==> config.mk <==
export PLATFORM = sky130hd
export DESIGN_NAME = matrix_feeder
export DESIGN_NICKNAME = d
export VERILOG_FILES = /design/src/rtl/matrix_feeder.sv
export SDC_FILE = /design/constraint.sdc
export NUM_CORES = 1
export LEC_CHECK = 0
export ABC_CLOCK_PERIOD_IN_PS = 2900
export BUFFER_PORTS_ARGS = -buffer_cell sky130_fd_sc_hd__buf_2
export CAP_MARGIN = 20
export CORE_ASPECT_RATIO = 1.2
export CORE_UTILIZATION = 43
export CTS_BUF_LIST = sky130_fd_sc_hd__clkbuf_8 sky130_fd_sc_hd__clkbuf_16
export DETAILED_ROUTE_END_ITERATION = 10
export PLACE_DENSITY_LB_ADDON = 0.1
export SLEW_MARGIN = 20
export SYNTH_ARGS = -nofsm -noshare
export SYNTH_HDL_FRONTEND = slang
export SYNTH_SLANG_ARGS = --single-unit
==> constraint.sdc <==
create_clock -name clk -period 2.9 [get_ports clk]
set_input_delay 0.29 -clock clk [delete_from_list [all_inputs] [get_ports clk]]
set_output_delay 0.29 -clock clk [all_outputs]
set_load 0.02 [all_outputs]
==> src/rtl/matrix_feeder.sv <==
// Operand frame buffer and in-order streamer for the matrix-multiply controller.
// Optional MATRIX_FEEDER_ABORT_EN adds an abort input that drops the current frame.
module matrix_feeder #(
  parameter int DATA_W    = 16,
  parameter int NUM_WORDS = 12,
  parameter int LOAD_LEAD = 1,
  parameter int FRAME_GAP = 18
) (
  input  logic              clk,
  input  logic              reset,
`ifdef MATRIX_FEEDER_ABORT_EN
  input  logic              abort,
`endif
  input  logic              wr_en,
  input  logic [DATA_W-1:0] wr_data,
  output logic              wr_ready,
  output logic              cf_load,
  output logic [DATA_W-1:0] din,
  output logic              din_valid,
  output logic [3:0]        din_idx,
  output logic              busy,
  output logic              frame_done
);

  if (NUM_WORDS > 16 || NUM_WORDS < 2) begin : g_bad_words
    $error("matrix_feeder: NUM_WORDS must be in 2..16");
  end

  typedef enum logic [2:0] {
    FILL, LOAD, LEAD, STREAM, GAP
  } state_t;

  localparam int TW = 16;

  state_t            state, state_nx;
  logic [4:0]        count, count_nx;
  logic [3:0]        idx, idx_nx, idx_inc;
  logic [TW-1:0]     tmr, tmr_nx;
  logic [DATA_W-1:0] mem [16];

  logic              cf_nx, valid_nx, done_nx;
  logic [DATA_W-1:0] din_nx;
  logic [3:0]        didx_nx;
  logic              wr_acc, abort_hit;

`ifdef MATRIX_FEEDER_ABORT_EN
  assign abort_hit = abort;
`else
  assign abort_hit = 1'b0;
`endif

  assign wr_ready = (state == FILL);
  assign busy     = ~wr_ready;
  assign wr_acc   = wr_en & wr_ready;
  assign idx_inc  = idx + 4'd1;

  always_comb begin
    state_nx = state;
    count_nx = count;
    idx_nx   = idx;
    tmr_nx   = tmr;
    cf_nx    = 1'b0;
    valid_nx = 1'b0;
    done_nx  = 1'b0;
    din_nx   = '0;
    didx_nx  = '0;
    case (state)
      FILL: begin
        if (wr_acc) begin
          count_nx = count + 5'd1;
          if (count == 5'(NUM_WORDS - 1)) begin
            state_nx = LOAD;
            cf_nx    = 1'b1;
          end
        end
      end
      LOAD: begin
        idx_nx = '0;
        if (LOAD_LEAD == 1) begin
          state_nx = STREAM;
          valid_nx = 1'b1;
          din_nx   = mem[0];
        end else begin
          state_nx = LEAD;
          tmr_nx   = TW'(LOAD_LEAD - 2);
        end
      end
      LEAD: begin
        if (tmr == '0) begin
          state_nx = STREAM;
          valid_nx = 1'b1;
          din_nx   = mem[0];
        end else begin
          tmr_nx = tmr - TW'(1);
        end
      end
      STREAM: begin
        if (idx == 4'(NUM_WORDS - 1)) begin
          done_nx = 1'b1;
          if (FRAME_GAP == 0) begin
            state_nx = FILL;
            count_nx = '0;
          end else begin
            state_nx = GAP;
            tmr_nx   = TW'(FRAME_GAP - 1);
          end
        end else begin
          idx_nx   = idx_inc;
          valid_nx = 1'b1;
          din_nx   = mem[idx_inc];
          didx_nx  = idx_inc;
        end
      end
      GAP: begin
        if (tmr == '0) begin
          state_nx = FILL;
          count_nx = '0;
        end else begin
          tmr_nx = tmr - TW'(1);
        end
      end
      default: begin
        state_nx = FILL;
        count_nx = '0;
      end
    endcase
    // abort wins over everything, including a completing write
    if (abort_hit) begin
      state_nx = FILL;
      count_nx = '0;
      cf_nx    = 1'b0;
      valid_nx = 1'b0;
      done_nx  = 1'b0;
      din_nx   = '0;
      didx_nx  = '0;
    end
  end

  always_ff @(posedge clk) begin
    if (reset) begin
      state      <= FILL;
      count      <= '0;
      idx        <= '0;
      tmr        <= '0;
      cf_load    <= 1'b0;
      din        <= '0;
      din_valid  <= 1'b0;
      din_idx    <= '0;
      frame_done <= 1'b0;
    end else begin
      state      <= state_nx;
      count      <= count_nx;
      idx        <= idx_nx;
      tmr        <= tmr_nx;
      cf_load    <= cf_nx;
      din        <= din_nx;
      din_valid  <= valid_nx;
      din_idx    <= didx_nx;
      frame_done <= done_nx;
    end
  end

  always_ff @(posedge clk) begin
    if (!reset && wr_acc && !abort_hit)
      mem[count[3:0]] <= wr_data;
  end

endmodule

# ---- After elaboration in Yosys (flattened, before gate mapping)
# Memories as Yosys holds them, arrays and structs flattened.
# Cells that the tools add are included.
dict set report op_classes {
  n_addsub 3
  n_reduce_logical 15
  eq_ne 13
  n_mux 24
  bitwise_logic 5
}
# operator count
set ops {}
lappend ops {{2-to-1 mux 16 bit} 4}
lappend ops {{case mux 16 bit (3 select lines)} 1}
lappend ops {{case mux 16 bit (2 select lines)} 1}
lappend ops {{zero test 16 bit} 1}
lappend ops {{subtractor 16 x 1 -> 16 bit, second input constant} 1}
lappend ops {{2-to-1 mux 3 bit} 5}
lappend ops {{case mux 3 bit (5 select lines)} 1}
lappend ops {{case mux 5 bit (3 select lines)} 1}
lappend ops {{2-to-1 mux 5 bit} 2}
lappend ops {{!= test 2 bit, second input constant} 5}
lappend ops {{OR reduction 3 bit} 3}
lappend ops {{case mux 4 bit (2 select lines)} 1}
lappend ops {{== test 3 x 2 -> 1 bit, second input constant} 2}
lappend ops {{2-to-1 mux 1 bit} 6}
lappend ops {{AND reduction 3 bit} 2}
lappend ops {{adder 5 x 1 -> 5 bit, second input constant} 1}
lappend ops {{== test 5 x 4 -> 1 bit, second input constant} 1}
lappend ops {{AND reduction 5 bit} 1}
lappend ops {{adder 4 x 1 -> 4 bit, second input constant} 1}
lappend ops {{== test 4 bit, second input constant} 1}
lappend ops {{2-to-1 mux 4 bit} 1}
lappend ops {{!= test 2 x 1 -> 1 bit, second input constant} 2}
lappend ops {{inverter 1 bit} 4}
lappend ops {{nonzero test 2 bit} 2}
lappend ops {{other kinds (9)} 10}
dict set report word_totals {
  mem_bits_rw 256
  wordCells 70
  regBits 51
  output_inout_bits 25
  mem_count 1
  input_bits 19
}
# memory words width read_ports rd_ports_with_merged_regs wr line
set mem_list {}
lappend mem_list {mem 16 16 2 0 1 39} ;# logic [DATA_W-1:0] mem [16];

# ---- Longest topological paths before layout
# Gate-level depths: netlist (run 1).
dict set report logic_depth {
  ltp_word 5
  ltp_mapped 8
  mapped_depth_nobuf 7
}

# ---- Worst setup path before layout (run 1)
# No wires, ideal clock.
dict set report synth_path {
  path_kind {register -> register}
  from {reg state[0]}
  to {mem mem[3][0] (enable)}
  path_slack_ns -0.048
  required_time_ns 2.491
  t_arrival_ns 2.539
  n_path_buf 1
  synth_period_minus_slack_ns 2.948
  stages_incl_launch_ff 6
  setup_ns 0.409
  path_cell_list {dfxtp_1 -> clkbuf_1 -> or3b_2 -> nor3_1 -> nand2_1 -> nor3_1}
}
dict set report synth_between {
  elab_chain_cells 5
}
# element line
set synth_lines {}
lappend synth_lines {{start: declaration} 35} ;# state_t state, state_nx;
lappend synth_lines {{start signal: assignment} 151} ;# state <= state_nx;
lappend synth_lines {{zero test 3 bit} 52} ;# assign wr_ready = (state == FILL);
lappend synth_lines {{AND 1 bit} 54} ;# assign wr_acc = wr_en & wr_ready;
lappend synth_lines {{logical AND 1 bit} 164} ;# if (!reset && wr_acc && !abort_hit)
lappend synth_lines {{2-to-1 mux 1 bit} 164}
lappend synth_lines {{2-to-1 mux 1 bit (not written as such)} 165} ;# mem[count[3:0]] <= wr_data;
lappend synth_lines {{end: declaration} 39}
# Every way passes these cells.

# ---- Final worst setup path (run 1)
dict set report layout_path {
  from {reg state[0]}
  to {mem mem[7][15] (enable)}
}
# Same word-level chain as after synthesis.

==> flow_summary.toml, run 1 <==
[run_status]
outcome = "completed"

[finish]
area_growth_pct = 17.32
final_cells = 1091
drive_above_1_share_pct = 29.56
nets = 753
fillers = 2181
final_cell_mix = "256 x edfxtp_1, 64 x mux4_2, 50 x dfxtp_1"
diodes = 0
final_common_cell = "edfxtp_1"

[yosys]
syn_nets = 673
synth_area_um2 = 11850
synth-edff-count = 256
synth-async-reset-ratio_pct = 0
avgSynthCellArea_um2 = 18.31
yosysWarnings = 0
synthDistinctLibCells = 46
ys_ff_latch = 307
synth_cells = 647
synthFlopType = "edfxtp_1"
yosysSeqAreaShare_pct = 73.51

[worst_setup_path]
crit_arrival_ns = 2.76
crit_type = "register to register"
reg2reg_from = "state[0]$_SDFFE_PP0P_"
crit_start = "state[0]$_SDFFE_PP0P_"
reg2reg_depth = 5
endpoint = "mem[7][15]$_DFFE_PP_"
ff2ff_setup_slack_ns = 0.42
required_ns = 3.18
cp-start-kind = "register"
timing.rr.end = "mem[7][15]$_DFFE_PP_"
worstSetupEndpointType = "register"
cp_max_fo = 11

[timing]
finalHoldViolations = 0
setup_viol = 0
worst_slew_pin_slew_ns = 0.7757
setup_tns_ns = 0
finClkSkew_ns = 0.01753
rsz0062_at_grt = "false"
max_freq_mhz = 402.8
layout_min_cycle_time_ns = 2.483
whs_ns = 0.04428
period_share_pct = 85.60
relSlewSlack_pct = 48.21
report.final.slew_viol_count = 0

[global_routing]
grt_remaining_overflow = 0
track_usage_pct = 19.32
grt_max_degree = 67
antenna_found_initial = 1
grt_pass1_wl_um = 40260
grt_pass1_vias = 6499

[floorplan]
rows = 66
dieWidth_um = 153.5
die_h_um = 183.8
dieArea_um2 = 28220
start_util_pct = 43.74
ioPinCount = 44
core-area_um2 = 27090

[worst_hold_path]
worst_hold_path_type = "input pin to register"

[clocking]
clk_pin_slew_ns = 0.06
htreeDepth = 1
clock_path_buffers = 3
post_cts_buffers = 0
clkSinkCount = 307
clockRootBuffer = "clkbuf_16"
numCtsBuffers = 31
cts_tree = "built"
cts_resized = 0
clkLatencyLatePin_ns = 0.57
holdBufCountCts = 0

[placement]
portBuffers = 43
routabilityCongestion = 0.7865
dp_cells = 1034
dp_hpwl_um = 17200

[drt]
routed_wirelength_um = 26420
first_pass_iters = 4
wl_per_cell_um = 24.22
vias_per_cell = 5.620
num_vias = 6131
first_iter_violations = 366
route.detailed.drc = 0
ant_nets = 0

[flow_run]
maxCapViolCount = 0

[power]
power_density_nw_per_um2 = 714.0
p_leak_nw = 4.491
ir_drop_mv = 0.4604
==> cell families (layout without fill, tap and decap cells) <==
group                      Yosys count  count (layout)  synth area share (%)
DFF                                307             307                 73.51
and+or+nand+nor                    140             140                 5.883
muxes                               98              98                 15.05
AOI/OAI and AO/OA                   43              43                 2.514
buffers and inverters               38             142                 1.267
xor gates and xnor gates            14              14                 1.035
adders and majority gates            7               7                0.7393
==> worst max-delay path, stage by stage, from the launching register on <==
cell	delay, ns
dfxtp_1	0.39
or3b_2	0.53
nor3_1	0.40
nand2_1	0.29
nor2_2	0.39
buf_12	0.19
==> stage by stage <==
step | setup WS [ns] | util, % | instance area (um2) | total power [mW]
floorplan | 0.3760 | - | 11870 | 5.524
global placement | 0.4595 | 47.31 | 12810 | 5.842
detailed placement | 0.4579 | 47.31 | 12810 | 5.859
CTS | 0.4222 | 51.31 | 13900 | 10.02
global route | 0.2646 | 51.31 | 13900 | 10.26
finish | 0.4175 | 51.31 | 13900 | 9.924
==> Yosys cell counts (all sizes together) (6+ instances only) <==
master,number,area share (%)
edfxtp,256,65
o221ai,16,1.2
nor2,39,1.3
ha,7,0.74
nand2,33,1.0
nand4,6,0.32
nand3,12,0.51
nor3,11,0.46
mux2i,33,2.8
a21oi,14,0.59
xor2,13,0.96
dfxtp,51,8.6
clkbuf,23,0.73
inv,6,0.19
or3,10,0.54
buf,8,0.32
mux4,64,12
==> layout make-up <==
type                    instances  area [um2]  area share [%]
well taps                     340       425.4           3.061
inverters                       7       26.28          0.1891
repair buffers                 78       578.1           4.159
multi-input cells             302        3072           22.10
clock buffers                  36       844.6           6.077
clock inverters                21       240.2           1.728
flip-flops and latches        307        8712           62.68
==> per-layer routing <==
metal / GRT usage, % / routed length (um) / up-vias
li1: - / - / 2747
met1: 24.42 / 11000 / 3216
met2: 34.49 / 13740 / 121
met3: 2.758 / 1034 / 45
met4: 5.800 / 629 / 2
met5: 0 / 14 / -
==> sequential cells by signal, summed over array words and instances, names as in the netlist, 3 cells and up <==
register / flops
mem: 256
din: 16
tmr: 16
count: 5
din_idx: 4
idx: 4
state: 3
==> how the worst min path moves through the flow <==
stage / startpoint / to / depth (start not counted)
6_report: reset / idx[0]$_SDFFE_PP0P_ / 2
5_1_grt: reset / idx[0]$_SDFFE_PP0P_ / 2
4_1_cts: reset / idx[0]$_SDFFE_PP0P_ / 2
3_5_place_dp: tmr[9]$_SDFFE_PP0P_ / tmr[9]$_SDFFE_PP0P_ / 2
3_3_place_gp: tmr[9]$_SDFFE_PP0P_ / tmr[9]$_SDFFE_PP0P_ / 2
2_1_floorplan: wr_data[0] / mem[0][0]$_DFFE_PP_ / 0
==> report_power, final <==
group / switching (mW) / internal (mW)
registers: 0.0739 / 4.88
clock network: 1.64 / 2.52
logic: 0.529 / 0.278
Note: power is estimated with default switching activity, not from simulation.
==> inputs of run 2 (changes only) <==
--- a/config.mk
+++ b/config.mk
@@ -9,11 +9,12 @@
 export BUFFER_PORTS_ARGS = -buffer_cell sky130_fd_sc_hd__buf_2
 export CAP_MARGIN = 20
 export CORE_ASPECT_RATIO = 1.2
+export CORE_MARGIN = 2
 export CORE_UTILIZATION = 43
 export CTS_BUF_LIST = sky130_fd_sc_hd__clkbuf_8 sky130_fd_sc_hd__clkbuf_16
 export DETAILED_ROUTE_END_ITERATION = 10
 export PLACE_DENSITY_LB_ADDON = 0.1
-export SLEW_MARGIN = 20
+export REMOVE_ABC_BUFFERS = 1
 export SYNTH_ARGS = -nofsm -noshare
 export SYNTH_HDL_FRONTEND = slang
 export SYNTH_SLANG_ARGS = --single-unit
==> run 2 against run 1 <==
  * Critical path depth is the same
  * Largest cell class unchanged
  * Clock-buffer cell count shrank 1
  * Critical path type unchanged
  * Power shrank 2.1%
==> flow_summary.toml, run 2 (synthesized netlist as in run 1, its figures left out) <==
[worst_setup_path]
critPathBufInv = 1
cp_slowest_cell = "or3b_2"
timing.rr.end = "mem[4][4]$_DFFE_PP_"
crit_start = "state[0]$_SDFFE_PP0P_"
crit_chain = "or3b_2, nor3_1, nand2_1, nor2_2, buf_4"
ff2ff_setup_slack_ns = 0.54
worstSetupEndpointType = "register"
cp_max_fo = 16
required_ns = 3.12
cp-start-kind = "register"
reg2reg_from = "state[0]$_SDFFE_PP0P_"
slowest_delay_ns = 0.52
crit_type = "register to register"
reg2reg_depth = 5
crit_arrival_ns = 2.57
cp_top_family = "simple AND/OR/NAND/NOR gates"

[finish]
final_cell_mix = "256 x edfxtp_1, 64 x mux4_2, 50 x dfxtp_1"
area_growth_pct = 16.02
post-route-cell-area_um2 = 13740
final_util_pct = 50.74
diodes = 0
fillers = 2231
largest_register_ff_count = 256
final_common_cell = "edfxtp_1"
drive_above_1_share_pct = 28.69
nets = 749

[clocking]
clkSinkCount = 307
post_cts_buffers = 0
numCtsBuffers = 30
cts_resized = 0
cts_tree = "built"
holdBufCountCts = 0
clkLatencyLatePin_ns = 0.55
clk_pin_slew_ns = 0.06
htreeDepth = 1
clockRootBuffer = "clkbuf_16"
clock_path_buffers = 3

[worst_hold_path]
hold_depth = 2
hold_path_end = "idx[2]$_SDFFE_PP0P_"
hp-start = "reset"
worst_hold_path_type = "input pin to register"

[timing]
report.final.slew_viol_count = 0
finClkSkew_ns = 0.008729
finalHoldViolations = 0
period_share_pct = 81.23
relSlewSlack_pct = 55.28
setup_tns_ns = 0
worst_slew_pin_slew_ns = 0.6709
max_freq_mhz = 424.5
rsz0062_at_grt = "false"
layout_min_cycle_time_ns = 2.356
setup_viol = 0

[global_routing]
grt_remaining_overflow = 0
grt_pass1_vias = 6293
grt_max_degree = 69
antenna_found_initial = 0
track_usage_pct = 18.07
grt_pass1_wl_um = 38610

[placement]
routabilityCongestion = 0.8349
dpl_cell_area_um2 = 12720
dp_hpwl_um = 16420
portBuffers = 43

[drt]
vias_per_cell = 5.583
routed_wirelength_um = 25660
route.detailed.drc = 0
wl_per_cell_um = 23.63
num_vias = 6063
first_pass_iters = 4
ant_nets = 0
first_iter_violations = 449

[flow_run]
maxCapViolCount = 0

[power]
power_density_nw_per_um2 = 707.2
p_leak_nw = 4.452
ir_drop_mv = 0.5794

[run_status]
outcome = "completed"

[floorplan]
dieWidth_um = 155.5
ioPinCount = 44
start_util_pct = 43.74
die_h_um = 185.8
core-area_um2 = 27090
rows = 66
dieArea_um2 = 28900
## run 2: routing by layer
| metal | part of all wire (%) | global-route usage (%) | vias up |
|---|---|---|---|
| met5 | 0 | 0 | - |
| met4 | 1.4 | 3.927 | 0 |
| met3 | 5.0 | 2.538 | 25 |
| met2 | 52 | 32.50 | 133 |
| met1 | 41 | 23.48 | 3164 |
| li1 | - | - | 2741 |
## run 2: layout make-up
class                      count  area [um2]  area share [%]
timing repair buffer          75       493.0           3.587
tap                          340       425.4           3.095
clock buffer                  35       830.8           6.045
sequential                   307        8712           63.39
multi-input combinational    302        3065           22.30
inverter                       7       26.28          0.1912
clock inverter                20       191.4           1.393
## run 2: how the worst max path moves through the flow
stage / end / slack, ns / cells past startpoint
2_1_floorplan: din[10]$_SDFF_PP0_ / -3.14 / 4
3_3_place_gp: mem[7][6]$_DFFE_PP_ / 0.60 / 6
3_5_place_dp: mem[4][3]$_DFFE_PP_ / 0.56 / 5
4_1_cts: mem[4][1]$_DFFE_PP_ / 0.53 / 5
5_1_grt: tmr[15]$_SDFFE_PP0P_ / 0.26 / 7
6_report: mem[4][4]$_DFFE_PP_ / 0.54 / 5
## run 2: worst register-to-register path, cell delays in order (launching register included)
cell,delay [ns]
dfxtp_1,0.38
or3b_2,0.52
nor3_1,0.39
nand2_1,0.28
nor2_2,0.14
buf_4,0.31
## run 2: report_power, final
| part | switching [mW] | leakage (nW) | internal [mW] |
|---|---|---|---|
| registers | 0.0744 | 2.72 | 4.88 |
| clock network | 1.59 | 0.528 | 2.38 |
| logic | 0.522 | 1.21 | 0.269 |
## run 2: per-stage QoR
step	power, mW	hold WS, ns	instances	setup WS (ns)
2_1_floorplan	5.501	0.3591	616	-3.135
3_3_place_gp	5.834	0.4646	1031	0.6012
3_5_place_dp	5.850	0.4714	1031	0.5564
4_1_cts	9.822	0.1172	1086	0.5324
5_1_grt	10.09	0.1297	1086	0.2618
6_report	9.720	0.1353	1086	0.5443
